$ cat config.mk
export PLATFORM = sky130hd
export DESIGN_NAME = text_writer
export DESIGN_NICKNAME = d
export VERILOG_FILES = /design/src/rtl/text_pkg.sv /design/src/rtl/text_cursor.sv /design/src/rtl/text_writer.sv
export SDC_FILE = /design/constraint.sdc
export NUM_CORES = 1
export LEC_CHECK = 0
export BUFFER_PORTS_ARGS = -buffer_cell sky130_fd_sc_hd__buf_2
export CAP_MARGIN = 25
export CORE_MARGIN = 2
export CORE_UTILIZATION = 50
export CTS_CLUSTER_DIAMETER = 120
export DETAILED_ROUTE_END_ITERATION = 7
export GPL_TIMING_DRIVEN = 0
export PLACE_DENSITY_LB_ADDON = 0.1
export SLEW_MARGIN = 0
export SYNTH_ARGS = -nofsm -noshare
export SYNTH_HDL_FRONTEND = slang
export SYNTH_SLANG_ARGS = --single-unit
export TNS_END_PERCENT = 30
$ cat constraint.sdc
create_clock -name clk -period 2.7 [get_ports clk]
set_input_delay 0.54 -clock clk [delete_from_list [all_inputs] [get_ports clk]]
set_output_delay 0.54 -clock clk [all_outputs]
set_load 0.03 [all_outputs]
$ cat src/rtl/text_pkg.sv
// Shared character codes, FSM state type and cursor operations for the text writer.
package text_pkg;

    localparam logic [7:0] CHAR_SPACE = 8'h20;
    localparam logic [7:0] CHAR_CR    = 8'h0D;
    localparam logic [7:0] CHAR_LF    = 8'h0A;
    localparam logic [7:0] CHAR_BS    = 8'h08;
    localparam logic [7:0] CHAR_FF    = 8'h0C;

    localparam logic [7:0] PRINT_LO = 8'h20;
    localparam logic [7:0] PRINT_HI = 8'h7E;

    typedef enum logic {
        IDLE  = 1'b0,
        CLEAR = 1'b1
    } state_e;

    typedef enum logic [2:0] {
        OP_NONE    = 3'd0,
        OP_INC     = 3'd1,
        OP_NEWLINE = 3'd2,
        OP_CR      = 3'd3,
        OP_HOME    = 3'd4,
        OP_DEC     = 3'd5
    } cursor_op_e;

endpackage

$ cat src/rtl/text_cursor.sv
// Row/column cursor registers with wrap-around increment, newline, home and
// decrement operations, plus the combinational linear cell address.
module text_cursor
    import text_pkg::*;
#(
    parameter int addr_width = 7,
    parameter int COLS       = 16,
    parameter int ROWS       = 5,
    parameter int ROW_W      = $clog2(ROWS),
    parameter int COL_W      = $clog2(COLS)
) (
    input  logic                  clk,
    input  logic                  rstn,
    input  cursor_op_e            op,
    output logic [ROW_W-1:0]      row,
    output logic [COL_W-1:0]      col,
    output logic [addr_width-1:0] addr
);

    localparam logic [COL_W-1:0] COL_LAST = COL_W'(COLS - 1);
    localparam logic [ROW_W-1:0] ROW_LAST = ROW_W'(ROWS - 1);

    logic [ROW_W-1:0] row_d;
    logic [COL_W-1:0] col_d;
    logic [ROW_W-1:0] row_next;

    // Next row with wrap back to the top; there is no scrolling.
    assign row_next = (row == ROW_LAST) ? '0 : row + ROW_W'(1);

    always_comb begin
        row_d = row;
        col_d = col;
        case (op)
            OP_INC: begin
                if (col == COL_LAST) begin
                    col_d = '0;
                    row_d = row_next;
                end else begin
                    col_d = col + COL_W'(1);
                end
            end
            OP_NEWLINE: begin
                col_d = '0;
                row_d = row_next;
            end
            OP_CR: begin
                col_d = '0;
            end
            OP_HOME: begin
                col_d = '0;
                row_d = '0;
            end
            OP_DEC: begin
                if (col != '0) begin
                    col_d = col - COL_W'(1);
                end
            end
            default: ;
        endcase
    end

    always_ff @(posedge clk or negedge rstn) begin
        if (!rstn) begin
            row <= '0;
            col <= '0;
        end else begin
            row <= row_d;
            col <= col_d;
        end
    end

    assign addr = addr_width'(row) * addr_width'(COLS) + addr_width'(col);

endmodule

$ cat src/rtl/text_writer.sv
// Producer side of the character-cell text RAM: decodes a byte stream into RAM
// writes and cursor moves, and runs a space-fill clear sweep.
// Build option: TEXT_WRITER_CLEAR_ON_RESET_EN runs a full sweep after reset.
module text_writer
    import text_pkg::*;
#(
    parameter int addr_width = 7,
    parameter int data_width = 8,
    parameter int COLS       = 16,
    parameter int ROWS       = 5
) (
    input  logic                       clk,
    input  logic                       rstn,
    input  logic [data_width-1:0]      in_data,
    input  logic                       in_valid,
    output logic                       in_ready,
    input  logic                       clear,
    output logic                       write_en,
    output logic [addr_width-1:0]      waddr,
    output logic [data_width-1:0]      din,
    output logic [$clog2(ROWS)-1:0]    cursor_row,
    output logic [$clog2(COLS)-1:0]    cursor_col,
    output logic                       busy,
    output logic                       state_dbg
);

    localparam int ROW_W = $clog2(ROWS);
    localparam int COL_W = $clog2(COLS);
    localparam logic [addr_width-1:0] LAST_ADDR = addr_width'(COLS * ROWS - 1);
    localparam logic [data_width-1:0] SPACE     = data_width'(CHAR_SPACE);

    state_e                  state_q, state_d;
    logic [addr_width-1:0]   sweep_q, sweep_d;
    logic                    wen_d;
    logic [addr_width-1:0]   waddr_d;
    logic [data_width-1:0]   din_d;
    cursor_op_e              cur_op;
    logic [addr_width-1:0]   cur_addr;
    logic                    init_req;
    logic                    accept;
    logic                    printable;

`ifdef TEXT_WRITER_CLEAR_ON_RESET_EN
    logic init_q;

    always_ff @(posedge clk or negedge rstn) begin
        if (!rstn) begin
            init_q <= 1'b1;
        end else if (state_q == CLEAR) begin
            init_q <= 1'b0;
        end
    end

    assign init_req = init_q;
`else
    assign init_req = 1'b0;
`endif

    // A byte transfers on a rising edge where in_valid && in_ready; in_valid may
    // be held across not-ready cycles and the byte is taken once ready rises.
    assign in_ready  = (state_q == IDLE) && !clear && !init_req;
    assign accept    = in_valid && in_ready;
    assign busy      = (state_q == CLEAR);
    assign state_dbg = state_q;
    assign printable = (in_data >= data_width'(PRINT_LO)) &&
                       (in_data <= data_width'(PRINT_HI));

    always_comb begin
        state_d = state_q;
        sweep_d = sweep_q;
        wen_d   = 1'b0;
        waddr_d = waddr;
        din_d   = din;
        cur_op  = OP_NONE;
        case (state_q)
            IDLE: begin
                if (clear || init_req ||
                    (accept && in_data == data_width'(CHAR_FF))) begin
                    state_d = CLEAR;
                    sweep_d = '0;
                    cur_op  = OP_HOME;
                end else if (accept) begin
                    if (printable) begin
                        wen_d   = 1'b1;
                        waddr_d = cur_addr;
                        din_d   = in_data;
                        cur_op  = OP_INC;
                    end else if (in_data == data_width'(CHAR_CR)) begin
                        cur_op = OP_CR;
                    end else if (in_data == data_width'(CHAR_LF)) begin
                        cur_op = OP_NEWLINE;
                    end else if (in_data == data_width'(CHAR_BS) &&
                                 cursor_col != '0) begin
                        // Erase the cell the cursor moves back onto.
                        wen_d   = 1'b1;
                        waddr_d = cur_addr - addr_width'(1);
                        din_d   = SPACE;
                        cur_op  = OP_DEC;
                    end
                end
            end
            CLEAR: begin
                wen_d   = 1'b1;
                waddr_d = sweep_q;
                din_d   = SPACE;
                if (sweep_q == LAST_ADDR) begin
                    state_d = IDLE;
                end else begin
                    sweep_d = sweep_q + addr_width'(1);
                end
            end
            default: state_d = IDLE;
        endcase
    end

    always_ff @(posedge clk or negedge rstn) begin
        if (!rstn) begin
            state_q  <= IDLE;
            sweep_q  <= '0;
            write_en <= 1'b0;
            waddr    <= '0;
            din      <= '0;
        end else begin
            state_q  <= state_d;
            sweep_q  <= sweep_d;
            write_en <= wen_d;
            waddr    <= waddr_d;
            din      <= din_d;
        end
    end

    text_cursor #(
        .addr_width (addr_width),
        .COLS       (COLS),
        .ROWS       (ROWS),
        .ROW_W      (ROW_W),
        .COL_W      (COL_W)
    ) u_cursor (
        .clk  (clk),
        .rstn (rstn),
        .op   (cur_op),
        .row  (cursor_row),
        .col  (cursor_col),
        .addr (cur_addr)
    );

endmodule

* Word-level counts from Yosys, hierarchy flattened
Cells that the tools add are included.
** Word-level totals
- Register bits :: 31
- Input bits :: 12
- Output and inout port bits :: 26
- Logic and storage cells :: 92
** Operators by class
- Magnitude comparators :: 2
- Equality and inequality tests :: 21
- Muxes and demuxes :: 40
- Reductions and logical operators :: 15
- Bitwise gates (word level) :: 1
- $add $sub $neg :: 6
** Operators with widths (count)
- two-way mux 7 bit :: 8
- two-way mux 8 bit :: 6
- == test 8 x 4 -> 1 bit (second input constant) :: 4
- case mux 7 bit (2 select lines) :: 2
- two-way mux 3 bit :: 9
- case mux 8 bit (2 select lines) :: 1
- case mux 4 bit (3 select lines) :: 1
- == test 3 bit (second input constant) :: 3
- case mux 3 bit (3 select lines) :: 1
- greater-or-equal comparator 8 x 6 -> 1 bit (second input constant) :: 1
- <= comparator 8 x 7 -> 1 bit (second input constant) :: 1
- two-way mux 1 bit :: 8
- two-way mux 4 bit :: 2
- inequality test 2 bit (second input constant) :: 4
- adder 7 x 1 -> 7 bit (second input constant) :: 1
- adder 7 x 4 -> 7 bit :: 1
- == test 7 bit (second input constant) :: 1
- subtractor 7 x 1 -> 7 bit (second input constant) :: 1
- == test 3 x 2 -> 1 bit (second input constant) :: 2
- inequality test 3 bit (second input constant) :: 2
- AND reduction 2 bit :: 3
- nonzero test 3 bit :: 2
- logical AND 1 bit :: 5
- AND reduction 5 bit :: 1
- 13 further kinds :: 15

* Longest topological paths before layout
Gate-level depths: netlist of run 1.
- Word-level depth :: 13
- Gate-level depth with buffers :: 7
- Depth with buffers taken out :: 7

* Modules after synthesis
Synthesis of run 1 repeated with hierarchy kept, for this count alone.
** Second synthesis, totals
- Cells, all modules :: 193
- Area, all modules :: 1908.1 um2
** By module, submodules not included
- text_writer :: instances 1, area each 1336.3 um2, cells each 131, seq. area each 600.6 um2
- text_cursor :: instances 1, area each 571.8 um2, cells each 62, seq. area each 175.2 um2

* Worst setup path before layout of run 1
Ideal clock, no wire load.
- Path type :: input-to-reg
- Start point :: input port in_data[0]
- End point :: register waddr[5]
- Stages on the path :: 5
- Slack :: 0.482 ns
- Arrival :: 2.092 ns
- Setup time :: 0.126 ns
- Data required time :: 2.574 ns
- Buffers on the path :: 0
- Path through :: or4b_4 > a2111oi_4 > o21ai_4 > and3_1 > a221o_1
** Between the ends
- Longest elaborated chain between the ends :: 6
- Elaborated cells on any way between the ends :: 19
- Those cells by class :: 2 x order compare; 8 x eq/ne; 4 x mux; 5 x reduce/logical
** RTL lines
- start: declaration :: line text_writer.sv:14 : input logic [data_width-1:0] in_data,
- greater-or-equal comparator 8 x 6 -> 1 bit or <= comparator 8 x 7 -> 1 bit (tied branches) :: line text_writer.sv:65, text_writer.sv:66
- logical AND 1 bit :: line text_writer.sv:65 : assign printable = (in_data >= data_width'(PRINT_LO)) &&
- two-way mux 7 bit :: line text_writer.sv:83 : if (printable) begin
- two-way mux 7 bit :: line text_writer.sv:82 : end else if (accept) begin
- two-way mux 7 bit :: line text_writer.sv:77 : if (clear || init_req ||
- case mux 7 bit (2 select lines) :: line text_writer.sv:75 : case (state_q)
- end signal: assignment :: line text_writer.sv:127 : waddr <= waddr_d;
- end: declaration :: line text_writer.sv:19 : output logic [addr_width-1:0] waddr,
Parallel ways exist; a longest one is shown, timed or not. The select of a mux whose other input is x is not followed.
A chain may end at the register's enable or synchronous reset.

* Worst setup path after layout of run 1
- Start point :: register state_q, in the netlist busy
- End point :: register waddr[5]
** Between the ends
- Longest elaborated chain between the ends :: 7
- Elaborated cells on any way between the ends :: 12
- Those cells by class :: 5 x eq/ne; 1 x mux; 1 x bitwise; 5 x reduce/logical
** RTL lines
- start: declaration :: line text_writer.sv:32 : state_e state_q, state_d;
- start signal: assignment :: line text_writer.sv:124 : state_q <= state_d;
- NOT 1 bit
- logical AND 1 bit :: line text_writer.sv:61 : assign in_ready = (state_q == IDLE) && !clear && !init_req;
- logical AND 1 bit :: line text_writer.sv:62 : assign accept = in_valid && in_ready;
- logical AND 1 bit :: line text_writer.sv:78 : (accept && in_data == data_width'(CHAR_FF))) begin
- logical OR 1 bit :: line text_writer.sv:77
- inequality test 2 bit (no line)
- AND reduction 5 bit (no line)
Parallel ways exist; a longest one is shown, timed or not.

==> summary by stage, run 1 <==
CTS
The number of gates given a new drive strength after cts is 0. The tree is rooted in a sky130_fd_sc_hd__clkbuf_8. The worst-skew pair later-pin latency is 290 ps. The total setup buffers inserted after CTS is 0. Counting along the longest clock path gives a buffer depth of 2.

The count of H-tree levels built during CTS is 2. Buffers inserted to repair hold after CTS numbered 0. Clock-pin slew was measured on the worst setup and hold paths at 70 ps. The total CTS buffers is 5. The clock net sink count is 31. The clock tree from TritonCTS is built.

Routing
The detail route stage leaves a number of antenna-violating nets equal to 0. The routed wire length is 4.60 mm. In this run, the number of DRC markers left after iteration 0 of detailed routing was 123. After detailed routing, the average wire length per cell comes to 16.1 um. The per-cell via count in the routed design is 5.71. The post-route DRC violation count is 0. The via total after detailed routing is 1634. Before antenna repair, the detailed router went through 4 iterations.

Synthesis
After synthesis, the largest family of logic cells by area is compound AO/OA/AOI/OAI gates. Of the post-synthesis cell area, the part taken by muxes is 0.00613. After synthesis the netlist holds a flip-flop and latch count of 31. The unique cell type count in the Yosys netlist is 47. Synthesis handed over a netlist of 193 instances.

The Yosys step of the flow raised 0 warnings. The number of nets produced by synthesis is 212. The post-synthesis area per instance is 9.52 sq um. The netlist area before placement is 1840 sq um. The fraction of the mapped netlist area in adder cells is 0.0477. The fraction of the yosys area taken by sequential cells is 0.422. The area fraction in compound gates after synthesis was 0.212. The count of flip-flops with a built-in enable after synthesis is 0.

The share of flip-flops with an asynchronous set or reset is 1.00. Of the total synthesized cell area, the portion taken by XOR and XNOR cells is 0.0524. Among all flip-flop cells after synthesis, the most frequent one is sky130_fd_sc_hd__dfrtp_1. The synthesized-area fraction occupied by and/or/nand/nor cells is 0.212.

Critical path
The total buffers and inverters traversed by the critical path is 1. The data arrival time at the worst-slack endpoint is 2450 ps. Among cell families on the critical path, the largest total delay comes from simple AND/OR/NAND/NOR gates. By startpoint and endpoint, the worst setup path is classified as reg -> reg.

The worst setup path is captured at a flop. Across all register-to-register paths, the minimum setup slack is 400 ps. Traced cell by cell, the critical path runs through clkbuf_1, nor3b_1, o21a_1, o21ai_4, and3_1, a221o_1. The stage delay of the slowest cell on the critical path is 620 ps. The category of the worst setup path launch point is a flop. In this run the worst path has a maximum fanout of 9. The slowest stage of the critical path is the sky130_fd_sc_hd__nor3b_1 cell. For the worst setup path, the data required time is 2860 ps.

Cells and area
The final net count is 256. The post-route non-filler standard cell count is 286. The signed area change from the synthesized netlist to the final layout is 18.8%. The count of antenna diodes in the layout is 0.

The finished cells cover 2180 sq um. Of the cells placed in the final design, the portion with a size suffix greater than 1 is 0.269.

Flow run
Max-cap violations in this run came to 0.

Placement
The number of placed instances, taps included, is 278. Buffers placed on the I/O ports in this run total 37. At the end of routability-driven placement, the weighted congestion stood at 0.914. Detailed placement finished with a half-perimeter wire length of 3.35 mm. Prior to clock tree synthesis, the placed netlist has a worst setup slack of 172 ps. After detailed placement, the total cell area comes to 2080 sq um.

Die
The x dimension of the die is 64.6 um. The vertical die dimension is 64.6 um. The count of standard-cell rows is 22. The floorplan step defined a die boundary enclosing 4180 sq um. The initial cell density of the core is 0.510. The area of the placeable core is 3610 sq um. The number of top-level pins is 38.

Timing
The max-slew headroom at the worst pin is 0.530. Setup repair after global routing left no endpoint under its margin. The clock arrives with 7.84 ps of skew. Summed over all failing endpoints, the final setup total negative slack is 0 ps. The final hold violation count was 0. The achievable frequency is 0.435 GHz. In the finished design, the share of the clock period the worst path needs comes to 0.851. The transition time of the tightest slew-check pin is 705 ps. Setup slack on the critical path of the routed design comes to 403 ps. After layout, the minimum clock period comes to 2300 ps. Setup violations remaining at the end of the flow were counted as 0. The final max-slew violation count is 0.

GRT
The pin count of the biggest net entering global routing is 32. The remaining global-route overflow is 0. The number of antenna violations at the first check in global routing was 0.

For this run, the total global-route usage over all layers was measured as 0.242. The number of global-route vias before repair is 1629. The global-route wire length before repair is 7.66 mm.

Run status
The flow ran to the end, and the final reports show no timing, DRC or antenna violations.

Power and ir drop
The cell leakage power is 1.08 nW. The total power draw is 0.00189 W. For this design the ratio of total power to cell area is 864 nW/um^2. The maximum vdd ir drop is 0.000603 V.

Hold path
In this run the worst hold path is classified as in -> async.
==> logic make-up after synthesis <==
logic type / Yosys count
simple gates: 75
xor+xnor: 11
fa+ha+maj: 7
compound gates: 48
buf+inv: 20
mux: 1
flops: 31
==> final cells by class <==
type | instances | area, sq um
Sequential cell | 31 | 776
Timing Repair Buffer | 37 | 185
Buffer | 10 | 51.3
Tap cell | 48 | 60.1
Clock buffer | 8 | 100
Multi-Input combinational cell | 142 | 973
Fill cell | 325 | 1420
Inverter | 10 | 37.5
==> power breakdown <==
group,leakage (nW),switching [W],total (W),internal [W]
logic,0.629,0.000479,0.000770,0.000291
registers,0.396,0.000118,0.000707,0.000589
clock network,0.0515,0.000175,0.000408,0.000233
total,1.08,0.000773,0.00189,0.00111
==> per-stage QoR <==
step | hold slack (ps) | utilization
after floorplan | 244 | -
after global placement | 489 | 0.578
after detailed placement | 497 | 0.578
after CTS | 317 | 0.605
after global routing | 350 | 0.605
final | 298 | 0.605
==> placed cells by master, fill, tap and decap left out, types with 2 or more instances in the layout <==
master / instances
sky130_fd_sc_hd__buf_2: 39
sky130_fd_sc_hd__dfrtp_1: 31
sky130_fd_sc_hd__nor2_1: 19
sky130_fd_sc_hd__nand2_1: 17
sky130_fd_sc_hd__and3_1: 14
sky130_fd_sc_hd__inv_1: 10
sky130_fd_sc_hd__o21ai_0: 8
sky130_fd_sc_hd__a21oi_1: 8
sky130_fd_sc_hd__clkbuf_1: 7
sky130_fd_sc_hd__ha_1: 7
sky130_fd_sc_hd__clkbuf_8: 7
sky130_fd_sc_hd__xnor2_1: 6
sky130_fd_sc_hd__xor2_1: 5
sky130_fd_sc_hd__a31o_2: 5
sky130_fd_sc_hd__nor3_1: 4
sky130_fd_sc_hd__nand3_1: 4
sky130_fd_sc_hd__a221o_1: 4
sky130_fd_sc_hd__nand2b_1: 3
sky130_fd_sc_hd__a31oi_1: 3
sky130_fd_sc_hd__or2_2: 3
sky130_fd_sc_hd__o21a_1: 2
sky130_fd_sc_hd__nand4_1: 2
sky130_fd_sc_hd__nand3b_1: 2
sky130_fd_sc_hd__a211o_1: 2
sky130_fd_sc_hd__or3_1: 2
sky130_fd_sc_hd__o221ai_1: 2
==> worst reg2reg max path, cell delays in order, from the launching register on <==
cell and delay, ps:
sky130_fd_sc_hd__dfrtp_1 380, sky130_fd_sc_hd__clkbuf_1 200, sky130_fd_sc_hd__nor3b_1 620, sky130_fd_sc_hd__o21a_1 320, sky130_fd_sc_hd__o21ai_4 140, sky130_fd_sc_hd__and3_1 230, sky130_fd_sc_hd__a221o_1 280
==> sequential cells by signal, indices dropped and copies added (netlist names) <==
register      count
u_cursor.row      3
busy              1
u_cursor.col      4
din               8
write_en          1
sweep_q           7
waddr             7
==> layer usage <==
metal | GRT usage | vias to the layer above | part of all wire
met1 | 0.306 | 809 | 0.43
met2 | 0.401 | 36 | 0.51
met4 | 0.109 | 0 | 0.017
met5 | 0 | - | 0
met3 | 0.0486 | 7 | 0.035
li1 | - | 782 | -
==> Yosys cell counts (2+ instances only) <==
cell,n,area [sq um]
sky130_fd_sc_hd__dfrtp_1,31,776
sky130_fd_sc_hd__and3_1,14,87.6
sky130_fd_sc_hd__or3_1,2,12.5
sky130_fd_sc_hd__buf_2,2,10.0
sky130_fd_sc_hd__nand4_1,2,12.5
sky130_fd_sc_hd__or2_2,3,18.8
sky130_fd_sc_hd__clkbuf_1,6,22.5
sky130_fd_sc_hd__a211o_1,2,17.5
sky130_fd_sc_hd__nor3_1,4,20.0
sky130_fd_sc_hd__o221ai_1,2,17.5
sky130_fd_sc_hd__a31oi_1,3,18.8
sky130_fd_sc_hd__a31o_2,5,43.8
sky130_fd_sc_hd__nand3_1,4,20.0
sky130_fd_sc_hd__o21a_1,2,15.0
sky130_fd_sc_hd__nand2_1,17,63.8
sky130_fd_sc_hd__a21oi_1,8,40.0
sky130_fd_sc_hd__ha_1,7,87.6
sky130_fd_sc_hd__nor2_1,19,71.3
sky130_fd_sc_hd__xnor2_1,6,52.6
sky130_fd_sc_hd__nand3b_1,2,15.0
sky130_fd_sc_hd__a221o_1,4,40.0
sky130_fd_sc_hd__nand2b_1,3,18.8
sky130_fd_sc_hd__inv_1,10,37.5
sky130_fd_sc_hd__o21ai_0,8,40.0
sky130_fd_sc_hd__xor2_1,5,43.8
==> worst paths after layout <==
check | startpoint | end | depth (start not counted)
max | busy | waddr[5] | 6
min in group clk | din[4] | din[4] | 1
max reg2reg | busy | waddr[5] | 6
max in group asynchronous | rstn | busy | 1
min reg2reg | din[4] | din[4] | 1
min | rstn | din[1] | 1
Power figures use the tool's default switching activity.
==> run 2, diff against run 1 <==
CORE_MARGIN = not set   (was 2)
CORE_UTILIZATION = 25   (was 50)
CTS_BUF_LIST = sky130_fd_sc_hd__clkbuf_8   (was not set)
==> run 2 against run 1 <==
  * Cell count grew 17%
  * Routed wire length up 13%
  * Non-clock buffer count did not move
  * Die area increased by 84%
  * Clock skew fell by 3.3 ps
  * Setup slack lost 17 ps
  * Sequential share of layout area decreased by 1.2 points
==> summary by stage, run 2 (synthesized netlist as in run 1, its figures left out) <==
Run status
The flow ran to the end, and the final reports show no timing, DRC or antenna violations.

Timing
The achievable frequency came to 0.432 GHz (-0.71%). The minimum clock period came to 2310 ps (+16.5 ps). The transition time of the tightest slew-check pin is 727 ps (+22.3 ps).

The final max-slew violation count is 0 (unchanged). The setup slack after layout came to 386 ps (-16.5 ps). Setup repair after global routing left no endpoint under its margin.

The max-slew headroom at the worst pin is 0.514 (-0.0159). The final hold violation count was 0 (unchanged). The final clock period utilization by the worst path is 0.857 (+0.00613).

The clock tree skew after final layout came to 4.54 ps (-3.29 ps). The count of endpoints failing setup in the final report came to 0 (unchanged). The worst hold slack is 305 ps (+6.85 ps).

The sum of negative setup slack is 0 ps (unchanged).

Routing
The antenna violation net count after detailed routing came to 0 (unchanged). The first-pass detailed-route iteration total is 4 (unchanged). The routed wire length is 5.19 mm (+13%).

The per-cell via count in the routed design is 4.72 (-17%). The via total after detailed routing is 1577 (-3.5%). The post-route DRC violation count is 0 (unchanged). The number of DRC markers after the initial detailed-route iteration is 62 (-50%). The wire length per cell is 15.5 um (-3.4%).

CTS
The tree is rooted in a sky130_fd_sc_hd__clkbuf_8. The number of buffers on the longest clock path is 2 (unchanged). The total setup buffers inserted after CTS is 0 (unchanged). The number of hold buffers added after CTS is 0 (unchanged). The clock-pin transition on the worst setup and hold timing paths is 70 ps (about the same). The worst-skew pair later-pin latency is 290 ps (about the same). TritonCTS built the clock tree. The count of H-tree levels built during CTS is 2 (unchanged). The clock net sink count was 31 (unchanged). The number of gates given a new drive strength after cts came to 0 (unchanged). The total CTS buffers is 5 (unchanged).

Critical path
The setup slack of the most critical reg-to-reg path came to 390 ps (-20 ps). The worst setup path is captured at a flop. The cell family contributing the most delay on the critical path is compound AO/OA/AOI/OAI gates. The master of the slowest instance on the critical path is sky130_fd_sc_hd__nor3b_1. Traced cell by cell, the critical path runs through clkbuf_1, nor3b_1, o21a_1, o21ai_4, buf_2, a31o_2. The required arrival time at the worst endpoint came to 2880 ps (+20 ps). The total buffers and inverters traversed by the critical path is 2 (+1).

STA classifies the critical path startpoint as a flop. The highest fanout seen on the critical path is 10 (+1). The type of the setup path with the least slack is reg -> reg. The stage delay of the slowest cell on the critical path is 660 ps (+40 ps). The data arrival time at the worst-slack endpoint is 2500 ps (+50 ps).

Die
The initial cell density of the core came to 0.265 (-0.245). The number of top-level pins is 38 (unchanged). The x dimension of the die came to 87.7 um (+36%). The count of standard-cell rows is 30 (+36%). The total die area is 7700 sq um (+84%). The vertical die dimension is 87.7 um (+36%). The area of the placeable core is 6940 sq um (+93%).

GRT
The global-route wire length before repair is 8.77 mm (+14%). The pin count of the biggest net entering global routing is 32 (unchanged). The number of antenna violations at the first check in global routing is 0 (unchanged). The number of global-route vias before repair is 1587 (-2.6%). The global router's overall resource usage is 0.150 (-0.0922). The remaining global-route overflow is 0 (unchanged).

Placement
The final weighted congestion in routability-driven placement is 0.785 (-14%). The count of input and output buffers came to 37 (unchanged). The half-perimeter wire length after detailed placement is 3.74 mm (+12%). The pre-CTS setup slack is 92.4 ps (-79.2 ps).

Hold path
The kind of path behind the tightest hold check is in -> async.

Cells and area
The final net count is 256 (unchanged). The count of antenna diodes in the layout was 0 (unchanged). The most frequent standard cell in the layout excluding fill and tap cells is sky130_fd_sc_hd__buf_2. The library cells used most frequently in the layout, excluding fill and tap cells, are 39 x sky130_fd_sc_hd__buf_2, 31 x sky130_fd_sc_hd__dfrtp_1, 19 x sky130_fd_sc_hd__nor2_1. The register with the most flip-flops is din. The number of filler instances in the final layout was 742 (+130%).

The share of the core filled with cells in the final layout is 0.326 (-0.280). The share of final-layout standard cells stronger than drive strength 1 is 0.273 (+0.00420). The signed area change from the synthesized netlist to the final layout is 23.0%.

The largest registers in the layout are din (8), sweep_q (7), waddr (7). The number of flip-flops under the largest register name is 8 (unchanged).

Power and ir drop
The power per standard cell area is 870 nW/um^2 (+0.79%). The cell leakage power is 1.09 nW (+0.90%). The maximum vdd ir drop came to 0.000256 V (-58%). The total power draw was 0.00197 W (+4.4%).

Flow run
The number of max-cap violations is 0 (unchanged).
[run 2: worst paths after layout]
path,from,endpoint,cells after the start
worst max register to register,busy,din[0],6
max in group asynchronous,rstn,waddr[6],1
min in group clk,din[7],din[7],1
worst max-delay path,busy,din[0],6
worst min-delay path,rstn,din[1],1
worst min register to register,din[7],din[7],1
[run 2: area by class of cell]
class	instances	area, sq um	area share
buffer	10	51.3	0.0227
clock inverter	2	35.0	0.0155
timing repair buffer	37	185	0.0819
inverter	10	37.5	0.0166
sequential	31	776	0.343
multi-input combinational	142	973	0.431
clock buffer	6	82.6	0.0365
tap	96	120	0.0531
[run 2: power breakdown]
part	internal [W]	total, W	switching [W]	leakage (nW)
combinational	0.000291	0.000765	0.000474	0.629
clock	0.000299	0.000491	0.000193	0.0612
sequential	0.000589	0.000711	0.000123	0.396
total	0.00118	0.00197	0.000789	1.09
[run 2: per-stage QoR]
step                      cell area, sq um  cells
final                                 2260    334
after detailed placement              2140    326
after CTS                             2260    334
after global routing                  2260    334
after floorplan                       1840    193
after global placement                2140    326
[run 2: worst register-to-register path, cell delays in order, from the launching register on]
cell,delay (ps)
sky130_fd_sc_hd__dfrtp_1,390
sky130_fd_sc_hd__clkbuf_1,200
sky130_fd_sc_hd__nor3b_1,660
sky130_fd_sc_hd__o21a_1,320
sky130_fd_sc_hd__o21ai_4,130
sky130_fd_sc_hd__buf_2,250
sky130_fd_sc_hd__a31o_2,260
[run 2: per-layer routing]
layer	routed length (um)	global-route usage	up-vias
met5	0	0	-
met4	51	0.0358	0
met3	214	0.0264	5
met2	2220	0.218	42
met1	2700	0.228	749
li1	-	-	781
